File: src/rtl/vr_packer.sv
`default_nettype none
// ============================================================================
//  Module   : vr_packer
//  Purpose  : Valid/ready width upsizer. Packs RATIO consecutive DATA_W-bit
//             beats into one DATA_W*RATIO-bit word. The first beat of a word
//             lands in lane 0 (LSBs). A beat carrying in_last closes the word
//             early; out_keep flags which lanes hold real beats.
//  Ports    : clk       - clock, rising edge
//             reset     - asynchronous, active-low reset
//             in_valid  - input beat valid
//             in_ready  - input beat accepted when in_valid & in_ready
//             in_data   - input beat payload
//             in_last   - closes the current word after this beat
//             out_valid - packed word valid
//             out_ready - downstream accepts word when out_valid & out_ready
//             out_data  - packed word, lane k = [k*DATA_W +: DATA_W]
//             out_keep  - bit k set = lane k holds a real beat
//             fill      - lanes already written in the word being assembled
//  Revision : 1.0 - initial release
// ============================================================================
module vr_packer #(
  parameter  int DATA_W = 8,
  parameter  int RATIO  = 4,
  localparam int CNT_W  = $clog2(RATIO)
) (
  input  logic                    clk,
  input  logic                    reset,
  input  logic                    in_valid,
  output logic                    in_ready,
  input  logic [DATA_W-1:0]       in_data,
  input  logic                    in_last,
  output logic                    out_valid,
  input  logic                    out_ready,
  output logic [DATA_W*RATIO-1:0] out_data,
  output logic [RATIO-1:0]        out_keep,
  output logic [CNT_W-1:0]        fill
);

  localparam logic [CNT_W-1:0] c_last_lane = CNT_W'(RATIO - 1);

  logic                    r_valid;
  logic [DATA_W*RATIO-1:0] r_data;
  logic [RATIO-1:0]        r_keep;
  logic [CNT_W-1:0]        r_fill;

  logic                    w_accept;
  logic                    w_pop;
  logic [CNT_W-1:0]        w_lane;
  logic                    w_close;
  logic [DATA_W*RATIO-1:0] w_data_nxt;
  logic [RATIO-1:0]        w_keep_nxt;

  // The held word can always leave in the same cycle a new beat arrives,
  // so readiness depends only on the output side.
  assign in_ready = ~r_valid | out_ready;
  assign w_accept = in_valid & in_ready;
  assign w_pop    = r_valid & out_ready;

  // A pop in the same cycle starts a fresh word, so the beat goes to lane 0.
  assign w_lane  = w_pop ? '0 : r_fill;
  assign w_close = (w_lane == c_last_lane) | in_last;

  // Next word contents: start from the current word (or a cleared one when
  // the current word is leaving) and drop the beat into the target lane.
  always_comb begin
    w_data_nxt = w_pop ? '0 : r_data;
    w_keep_nxt = w_pop ? '0 : r_keep;
    for (int k = 0; k < RATIO; k++) begin
      if (CNT_W'(k) == w_lane) begin
        w_data_nxt[k*DATA_W +: DATA_W] = in_data;
        w_keep_nxt[k]                  = 1'b1;
      end
    end
  end

  always_ff @(posedge clk or negedge reset) begin
    if (!reset) begin
      r_valid <= 1'b0;
      r_data  <= '0;
      r_keep  <= '0;
      r_fill  <= '0;
    end else if (w_accept) begin
      r_data  <= w_data_nxt;
      r_keep  <= w_keep_nxt;
      r_valid <= w_close;
      r_fill  <= w_close ? '0 : w_lane + CNT_W'(1);
    end else if (w_pop) begin
      r_valid <= 1'b0;
      r_data  <= '0;
      r_keep  <= '0;
      r_fill  <= '0;
    end
  end

  assign out_valid = r_valid;
  assign out_data  = r_data;
  assign out_keep  = r_keep;
  assign fill      = r_fill;

endmodule
`default_nettype wire

File: config.mk
export PLATFORM = sky130hd
export DESIGN_NAME = vr_packer
export DESIGN_NICKNAME = d
export VERILOG_FILES = /design/src/rtl/vr_packer.sv
export SDC_FILE = /design/constraint.sdc
export NUM_CORES = 1
export LEC_CHECK = 0
export CAP_MARGIN = 25
export CELL_PAD_IN_SITES_DETAIL_PLACEMENT = 1
export CELL_PAD_IN_SITES_GLOBAL_PLACEMENT = 2
export CORE_ASPECT_RATIO = 1.25
export CORE_MARGIN = 4
export CORE_UTILIZATION = 28
export DETAILED_ROUTE_END_ITERATION = 12
export PLACE_DENSITY = 0.82
export SETUP_SLACK_MARGIN = 0.05
export SYNTH_ARGS = -nofsm -noshare
export SYNTH_HDL_FRONTEND = slang
export SYNTH_SLANG_ARGS = --single-unit
File: constraint.sdc
create_clock -name clk -period 1.8 [get_ports clk]
set_input_delay 0.18 -clock clk [delete_from_list [all_inputs] [get_ports clk]]
set_output_delay 0.18 -clock clk [all_outputs]
set_load 0.02 [all_outputs]
==> impl_results.rst <==
.. list-table::
   :header-rows: 1

   * - Metric
     - Value
   * - Result of the run
     - completed
   * - Number of nets with antenna violations after routing
     - 0
   * - Endpoint of the worst register-to-register path
     - out_data[1]$_DFF_PN0_
   * - Max stage delay cell, worst path
     - sky130_fd_sc_hd__clkdlybuf4s50_1
   * - NumNets Final
     - ~230
   * - Routed via count divided by cell count
     - between 4 and 5
   * - Fraction of power consumed by combinational cells
     - a little under a third
   * - Clock insertion delay at the later pin of the skew report
     - 0.28 ns
   * - Standard-cell row count
     - 31
   * - Maximum ir drop on the vdd rail
     - about 0.50 mV
   * - Area enclosed by the die boundary
     - roughly 0.0073 mm^2
   * - Syn Nets
     - ~170
   * - Net Sw Frac
     - around 32%
   * - Final Cycle Share
     - 91.63%
   * - First-pass DRT Iterations
     - 4
   * - Count of input and output buffers
     - 52
   * - DRC violation count after routing
     - 0
   * - Setup repair after global routing missed its margin
     - false
   * - Die W
     - 77.03 um
   * - Via count of the routed design
     - between 1000 and 1500
   * - Final routed wire length divided by cell count
     - ~16 um
   * - Data arrival time at the worst-slack endpoint
     - about 1.5 ns
   * - I/O pin count
     - 53
   * - Number of clock buffers inserted by TritonCTS
     - 5
   * - Setup-violating endpoint count in the final report
     - 0
   * - Post-synthesis cell type count
     - 28
   * - Register-to-register setup slack
     - 0.38 ns
   * - Ratio of cells with drive above 1 in the final layout
     - between 10% and 20%
   * - Pin count of the biggest net entering global routing
     - 21
   * - Max-slew violation count
     - 0
   * - Leakage power of the design
     - approximately 1 nW
   * - Critical path destination
     - fill[1]
   * - Clock network fraction of total power
     - 22.7%
   * - Reg-to-Reg Start
     - fill[0]$_DFF_PN0_
   * - Actual transition at the worst max-transition pin
     - roughly 0.46 ns
   * - TritonCTS clock tree
     - built
   * - Number of buffers and inverters on the critical path
     - 1
   * - CTS clk-pin slew, worst paths
     - 0.07 ns
   * - Cell accounting for the most synthesized area
     - sky130_fd_sc_hd__dfrtp_1
   * - Final worst hold slack
     - about 0.37 ns
   * - Maxcap violations
     - 0
   * - Final HPWL from detailed placement
     - 3248 um
   * - Worst Path Max Fanout
     - 9
   * - Warnings, synthesis
     - 0
   * - Total routing resource utilization after global routing
     - between 10% and 20%
   * - Power per cell area
     - 1082 mW/mm^2
   * - Gate Count Post-Synth
     - about 160
   * - Number of hold-slack violations in the final timing report
     - 0
   * - Startpoint kind of the worst setup timing path
     - register
   * - Fin Setup TNS
     - 0 ns
   * - Final RePlAce weighted congestion
     - about 0.74
   * - Via count of the first global-routing pass
     - between 1000 and 1500
   * - Avg Inst Size Synth
     - around 11 um^2
   * - Y dimension of the die
     - ~94 um
   * - Family with the most delay on the worst path
     - buffers and inverters
   * - Critical Setup Path Class
     - register to primary output
   * - Wire length of the first global-routing pass
     - just over 7000 um
   * - Fmax achieved
     - 606.3 MHz
   * - Final period demand of the worst path
     - 1.649 ns
   * - Worst setup skew after layout
     - 0.005942 ns
   * - Sequential-to-total area share from yosys stat
     - 58.51%
   * - Sequential cell fraction of total power
     - between 40% and 50%
   * - Layout-stage area growth over the synthesis result
     - 38.71%
   * - Clock tree buffer depth
     - 2
   * - Flop and latch count out of synthesis
     - 39
   * - Clock sink count
     - 39
   * - Share of the synthesized area in the top cell type
     - 58.51%
   * - Starting utilization of the core area
     - just under 30%
   * - Storage element area
     - 978.4 um^2
   * - Detailed Route Iter0 Violations
     - 38
   * - Net load switching power
     - 0.0008108 W
   * - Biggest cell delay along the critical path
     - 0.67 ns
   * - Internal power summed over all cells
     - around 0.0017 W
   * - Count of filler cells inserted in the layout
     - roughly 650
   * - Start point of the critical path
     - fill[1]$_DFF_PN0_
   * - Total Routed Length
     - about 4500 um
   * - Class of the most critical hold timing path
     - input port to asynchronous set/reset pin
   * - Area occupied by multi-input gates
     - between 500 and 600 um^2
   * - Worst path depth
     - 1
   * - Number of cells on the worst reg-to-reg path
     - 3
   * - Total core area
     - 0.005779 mm^2
   * - Number of antenna violations at the first check in global routing
     - 0
   * - H-tree lvl count
     - 2
   * - # diodes
     - 0
   * - Type of element capturing the critical path
     - primary output
   * - Cell breakdown of the critical path
     - clkdlybuf4s50_1
   * - Worst EP required
     - between 1.5 and 2 ns
   * - Total gr overflow
     - 0
   * - CTS root buffer
     - sky130_fd_sc_hd__clkbuf_8
   * - Total standard cell area after synthesis
     - 0.001668 mm^2
   * - Worst slew margin
     - 69.33%
   * - Leading post-synthesis cells by cell area
     - sky130_fd_sc_hd__dfrtp_1, sky130_fd_sc_hd__nand2_1, sky130_fd_sc_hd__o21ai_0
cells in the mapped netlist:
master,count
sky130_fd_sc_hd__a211oi_1,1
sky130_fd_sc_hd__a21o_1,3
sky130_fd_sc_hd__a21o_2,1
sky130_fd_sc_hd__a21oi_1,1
sky130_fd_sc_hd__a21oi_2,1
sky130_fd_sc_hd__a22o_1,3
sky130_fd_sc_hd__a22o_2,5
sky130_fd_sc_hd__a31o_1,1
sky130_fd_sc_hd__a31oi_1,1
sky130_fd_sc_hd__and3b_2,1
sky130_fd_sc_hd__and4b_2,1
sky130_fd_sc_hd__and4bb_1,1
sky130_fd_sc_hd__and4bb_2,1
sky130_fd_sc_hd__buf_2,3
sky130_fd_sc_hd__buf_6,8
sky130_fd_sc_hd__dfrtp_1,39
sky130_fd_sc_hd__inv_1,1
sky130_fd_sc_hd__nand2_1,49
sky130_fd_sc_hd__nand2_2,1
sky130_fd_sc_hd__nand3b_1,1
sky130_fd_sc_hd__nor2_1,1
sky130_fd_sc_hd__nor2b_1,1
sky130_fd_sc_hd__nor4b_4,1
sky130_fd_sc_hd__nor4bb_1,1
sky130_fd_sc_hd__o21ai_0,23
sky130_fd_sc_hd__o21ai_1,3
sky130_fd_sc_hd__o22ai_1,1
sky130_fd_sc_hd__or2b_1,2
final cells by class:
type                    count  share of cell area [%]
clock buffers               7                   3.299
clock inverters             1                  0.2163
inverters                   1                  0.1622
multi-input cells         105                   25.20
flip-flops and latches     39                   42.29
well taps                  66                   3.569
repair buffers             61                   25.26
metrics by stage:
step / std cells / area [um^2] / power, W / setup WS [ns] / util [%]
2_1_floorplan: 156 / 1668 / 0.001541 / 0.4279 / -
5_1_grt: 280 / 2313 / 0.002642 / 0.05359 / 40.03
3_5_place_dp: 271 / 2221 / 0.001964 / 0.1318 / 38.43
4_1_cts: 280 / 2312 / 0.002540 / 0.1013 / 40.01
3_3_place_gp: 271 / 2221 / 0.001950 / 0.2081 / 38.43
6_report: 280 / 2313 / 0.002503 / 0.1506 / 40.03
layer usage:
layer / global-route usage [%] / part of all wire [%] / up-vias
met5: 0 / 0 / -
met4: 3.561 / 1.1 / 0
met3: 4.127 / 5.9 / 5
met2: 21.08 / 49 / 36
met1: 16.31 / 44 / 654
li1: - / - / 642
registers in the layout, summed over array words and instances, names as in the netlist:
register,cells
out_data,32
out_keep,4
fill,2
out_valid,1
layout by cell type, fill, tap and decap left out, drive strengths merged:
cell / count
clkinv: 1
or2b: 2
nor2b: 1
nand2: 50
a31oi: 1
nor2: 1
a21oi: 2
dfrtp: 39
a21o: 4
and3b: 1
dlygate4sd3: 1
inv: 1
nor4bb: 1
clkdlybuf4s50: 50
and4b: 1
and4bb: 2
buf: 9
a22o: 8
a211oi: 1
nand3b: 1
o21ai: 26
a31o: 1
dlygate4sd2: 1
o22ai: 1
nor4b: 1
clkbuf: 7
power groups by stage:
stage,Sequential [W],Clock (W),Combinational [W]
final,0.00114,0.000568,0.000799
after global routing,0.00116,0.000623,0.000860
after CTS,0.00114,0.000588,0.000813
after detailed placement,0.00115,0,0.000811
after global placement,0.00115,0,0.000796
after floorplan,0.00131,0,0.000227
how the worst min path moves through the flow:
stage / to / cells past startpoint / startpoint / slack [ns]
floorplan: fill[0]$_DFF_PN0_ / 0 / reset / -0.12
global placement: out_data[4]$_DFF_PN0_ / 1 / reset / 0.15
detailed placement: out_data[1]$_DFF_PN0_ / 1 / reset / 0.16
CTS: out_data[1]$_DFF_PN0_ / 2 / reset / 0.37
global route: out_data[1]$_DFF_PN0_ / 2 / reset / 0.42
finish: out_data[1]$_DFF_PN0_ / 2 / reset / 0.37
repair_timing:
item,in CTS,in global routing
setup endpoints to repair,1,1
hold buffers,1,0
buffers inserted,0,0
hold endpoints to repair,18,0
gates resized for setup,2,1
cells by family (layout without fill, tap and decap cells):
| logic type | count (synthesis) | in the layout | share of synthesized area [%] |
|---|---|---|---|
| AOI/OAI and AO/OA | 44 | 44 | 16.80 |
| and+or+nand+nor | 61 | 61 | 18.15 |
| buffers and inverters | 12 | 70 | 6.526 |
| DFF | 39 | 39 | 58.51 |
Power figures use the tool's default switching activity.
==> edit 1 (same flow settings) <==
The parameter `DATA_W` goes from 8 to 10.
--- a/src/rtl/vr_packer.sv
+++ b/src/rtl/vr_packer.sv
@@ -20,5 +20,5 @@
 // ============================================================================
 module vr_packer #(
-  parameter  int DATA_W = 8,
+  parameter  int DATA_W = 10,
   parameter  int RATIO  = 4,
   localparam int CNT_W  = $clog2(RATIO)
Interface: changed (resized in_data and out_data); port bits go from 53 to 63. The function was not compared with the original's and may differ.
==> edit 1 against the original RTL <==
Routed wire length increased by 25%; synthesized cell count up 19%; cell count is 21% higher; worst setup slack worse by 13 ps; cell area up 20%; area after synthesis increased by 14%; sequential cell count is 8 higher; die area is 13% higher; power increased by 24%; highest routed layer unchanged.
==> edit 1: results (changes against the original RTL) <==
Global route
  • Number of antenna violations at the first check in global routing: 0 (unchanged)
  • First-pass GRT wire length: 8.97 mm (+25%)
  • Aggregate global-route resource usage: 0.144 (+0.0159)
  • Pin count of the biggest net entering global routing: 35 (+67%)
  • Vias in the first global route: 1,691 (+23%)

CTS
  • Register clock-pin slew on the reported worst setup and hold paths: 90 ps (+20 ps)
  • TritonCTS Buffers: 5 (unchanged)
  • Maximum clock insertion buffer count: 2 (unchanged)
  • Clock insertion delay at the later pin of the skew report: 300 ps (+20 ps)
  • # H-tree levels: 2 (unchanged)
  • Post-CTS setup buffer count: 0 (unchanged)
  • Clock root buffer: sky130_fd_sc_hd__clkbuf_8

Critical path
  • Register-to-register path setup slack: 380 ps (about the same)
  • Worst path arrival time: 1480 ps
  • Standard cell with the maximum stage delay on the critical path: sky130_fd_sc_hd__clkdlybuf4s50_1
  • Start point of the critical path: fill[0]$_DFF_PN0_
  • Reg2Reg Launch Point: out_valid$_DFFE_PN0P_
  • Kind of cell adding the most delay to the critical path: buffers and inverters
  • Slowest Stage Delay on Critical Path: 670 ps (about the same)
  • Critical path peak fanout: 11 (+2)
  • Destination of the worst register-to-register timing path: out_data[7]$_DFF_PN0_
  • Cell depth of the worst flop-to-flop path: 3 (unchanged)
  • Termination of the worst setup path: fill[0]

Power and ir drop
  • Leakage Power: 0.00120 uW (+20%)
  • Worst vdd rail ir drop: 0.576 mV (+16%)

Cells and area
  • Max reg flops: 40 (+25%)
  • Ant. Diodes: 0 (unchanged)
  • Layout cell share with drive strength beyond 1: 0.0833 (-0.0522)
  • Number of nets in the final layout: 266 (+18%)
  • Number of filler instances in the final layout: 778 (+19%)

STA
  • Maximum operating frequency: 0.602 GHz (-0.76%)
  • Max-slew headroom at the worst pin: 0.679 (-0.0138)
  • Setup skew after layout: 7.97 ps (+2.02 ps)

Routing
  • Detailed-routing iteration count for the pre-antenna-repair pass: 4 (unchanged)
  • Post-detailed-route via-to-cell ratio: 4.76 (-0.42%)
  • Routed wirelength normalized by instance count: 16.5 microns (+3.1%)
  • DRT iter0 DRCs: 70 (+84%)

Placed design
  • Place WS: 163 ps (+31.1 ps)
  • HPWL after detailed placement: 3.99 mm (+23%)
  • Quantity of I/O buffers inserted on ports: 62 (+19%)
  • Routability congestion estimate from global placement: 0.698 (-6.1%)

Yosys
  • Fraction of the yosys area taken by sequential cells: 0.616 (+0.0308)
  • Synth async-reset ratio: 1.00 (unchanged)
  • Most area-consuming cells after synthesis: sky130_fd_sc_hd__dfrtp_1 62%, sky130_fd_sc_hd__nand2_1 12%, sky130_fd_sc_hd__o21ai_0 7.3%
  • Most frequent cells after synthesis: 62 x sky130_fd_sc_hd__nand2_1, 47 x sky130_fd_sc_hd__dfrtp_1, 28 x sky130_fd_sc_hd__o21ai_0
  • Synth warn: 0 (unchanged)
  • Syn nets: 200 (+18%)
  • Number of distinct library cells after synthesis: 25 (-11%)

Min path
  • Worst hold-check path type: in2async

Status
  • Result of the run: complete, no violations
==> edit 1: cell count changes after synthesis, sizes merged <==
cell / before / now
nand2b: 0 / 2
a22o: 8 / 10
o21ai: 26 / 32
buf: 11 / 12
or2b: 2 / 0
nand2: 50 / 62
dfrtp: 39 / 47
==> edit 1: layout make-up <==
| class | count | share of cell area |
|---|---|---|
| Clock buffer | 6 | 0.0299 |
| Inverter | 1 | 0.00136 |
| Timing Repair Buffer | 71 | 0.252 |
| Sequential cell | 47 | 0.426 |
| Clock inverter | 2 | 0.0127 |
| Multi-Input combinational cell | 125 | 0.239 |
| Tap cell | 87 | 0.0394 |
==> edit 1: report_power, final <==
part,internal (uW),switching (uW)
clock network,450,358
logic,457,486
registers,1230,133
==> edit 1: cells by family (layout without fill, tap and decap cells) <==
group           count (synthesis)  after routing  synth area share
compound gates                 52             52             0.172
buf+inv                        13             80            0.0380
flops                          47             47             0.616
simple gates                   73             73             0.174
==> edit 1: what timing repair did <==
item | 4_1_cts | 5_1_grt
gates resized for setup | 2 | 0
hold buffers | 1 | 0
endpoints found under the hold margin | 18 | 0
setup endpoints to repair | 2 | 0
==> edit 1: metal layers <==
metal / track usage / up-vias / wire, microns
met5: 0 / - / 0
met4: 0.0384 / 0 / 50
met3: 0.0368 / 5 / 332
met2: 0.243 / 47 / 2920
met1: 0.182 / 804 / 2280
li1: - / 756 / -
==> edit 1: through the flow <==
step	instances	power, uW	util	hold slack [ps]	area [sq um]
final	339	3120	0.419	361	2770
after global routing	339	3280	0.419	396	2770
after CTS	339	3160	0.419	372	2770
after detailed placement	330	2340	0.399	167	2640
after global placement	330	2320	0.399	150	2640
after floorplan	185	1810	-	-116	1910
==> edit 2 (config.mk and constraints unchanged) <==
Made on the original files. Reset style: synchronous (`reset`), changed in one clocked block. Comments in the files are not updated.
--- a/src/rtl/vr_packer.sv
+++ b/src/rtl/vr_packer.sv
@@ -74,5 +74,5 @@
   end
 
-  always_ff @(posedge clk or negedge reset) begin
+  always_ff @(posedge clk) begin
     if (!reset) begin
       r_valid <= 1'b0;
Function: differs if reset is asserted again (counterexample within 4 cycles, from zero or initial values and one cycle with reset low); with reset held inactive, the same outputs for 10 cycles.
==> edit 2 against the original RTL <==
Register-to-register slack gained 50 ps; hold slack better by 95 ps; routed wire length is 2.0% lower; area after synthesis fell by 7.7%; cell area decreased by 3.2%; sequential cell count did not move; utilization grew 3.1 points; non-clock buffer count unchanged; sequential share of layout area fell by 7.1 points; worst setup slack gained 58 ps.
Power is not compared: it rests on default switching activity, and its combinational part moved more than twofold at a synthesized area within 25%.
==> edit 2: results (changes against the original RTL) <==
Status
  • Result of the run: complete, no violations

Global route
  • Global Route met3 Usage: 0.0312 (-0.0101)
  • Met1 usage: 0.172 (+0.00866)
  • Vias in the first global route: 1,431 (+3.8%)

Routing
  • Total met2 wirelength after detailed routing: 2.25 mm (+3.7%)
  • Detailed-routing wirelength on met1: 1.88 mm (-5.3%)
  • DRT iter0 DRCs: 100 (+160%)
  • Sum of met3 wire segment lengths after detailed routing: 195 microns (-26%)
  • Routed wirelength normalized by instance count: 15.7 microns (-1.6%)

Critical path
  • Destination of the worst register-to-register timing path: out_data[6]$_SDFF_PN0_
  • Critical path peak fanout: 16 (+7)
  • Worst path arrival time: 1410 ps (-60 ps)
  • Reg2Reg Launch Point: out_valid$_SDFFE_PN0P_
  • Termination of the worst setup path: in_ready

Cells and area
  • Number of nets in the final layout: 229 (+1.3%)
  • Number of filler instances in the final layout: 628 (-3.7%)

STA
  • Setup skew after layout: 10.1 ps (+4.19 ps)
  • Hold Slack: 464 ps (+95.3 ps)

Yosys
  • Most area-consuming cells after synthesis: sky130_fd_sc_hd__dfxtp_1 51%, sky130_fd_sc_hd__nand3_1 5.2%, sky130_fd_sc_hd__o21ai_1 5.2%
  • Predominant post-synthesis flop cell: sky130_fd_sc_hd__dfxtp_1
  • Fraction of the yosys area taken by sequential cells: 0.507 (-0.0782)
  • Share of the synthesized area in compound gates (AO/OA/AOI/OAI): 0.194 (+0.0261)

Placed design
  • Routability congestion estimate from global placement: 0.717 (-3.5%)
  • HPWL after detailed placement: 3.16 mm (-2.7%)
  • Placed Instance Area: 0.00210 sq mm (-5.5%)

Power and ir drop
  • Power Total: 2080 uW
-- edit 2: changes by cell type after synthesis, sizes merged, moves of 8 or more --
cell   unedited run  this run
dfxtp             0        39
a21oi             2        14
o21ai            26        17
nand2            50        22
nand4             0         8
dfrtp            39         0
nand3             0        16
-- edit 2: tightest hold or removal path, cell delays in order (launching register included) --
cell and delay (ps):
sky130_fd_sc_hd__dfxtp_1 320, sky130_fd_sc_hd__nand3_1 60, sky130_fd_sc_hd__o21ai_1 50
-- edit 2: repair_timing --
item / 4_1_cts / 5_1_grt
gates resized for setup: 1 / 3
buffers inserted: 0 / 0
endpoints found under the hold margin: 0 / 0
endpoints found under the setup margin: 2 / 3
-- edit 2: cell type report --
class | instances | area (sq um) | area share
Clock buffer | 6 | 72.6 | 0.0324
Inverter | 3 | 11.3 | 0.00503
Tap cell | 62 | 77.6 | 0.0347
Sequential cell | 39 | 787 | 0.352
Timing Repair Buffer | 61 | 588 | 0.263
Clock inverter | 2 | 60.1 | 0.0268
Multi-Input combinational cell | 106 | 642 | 0.287
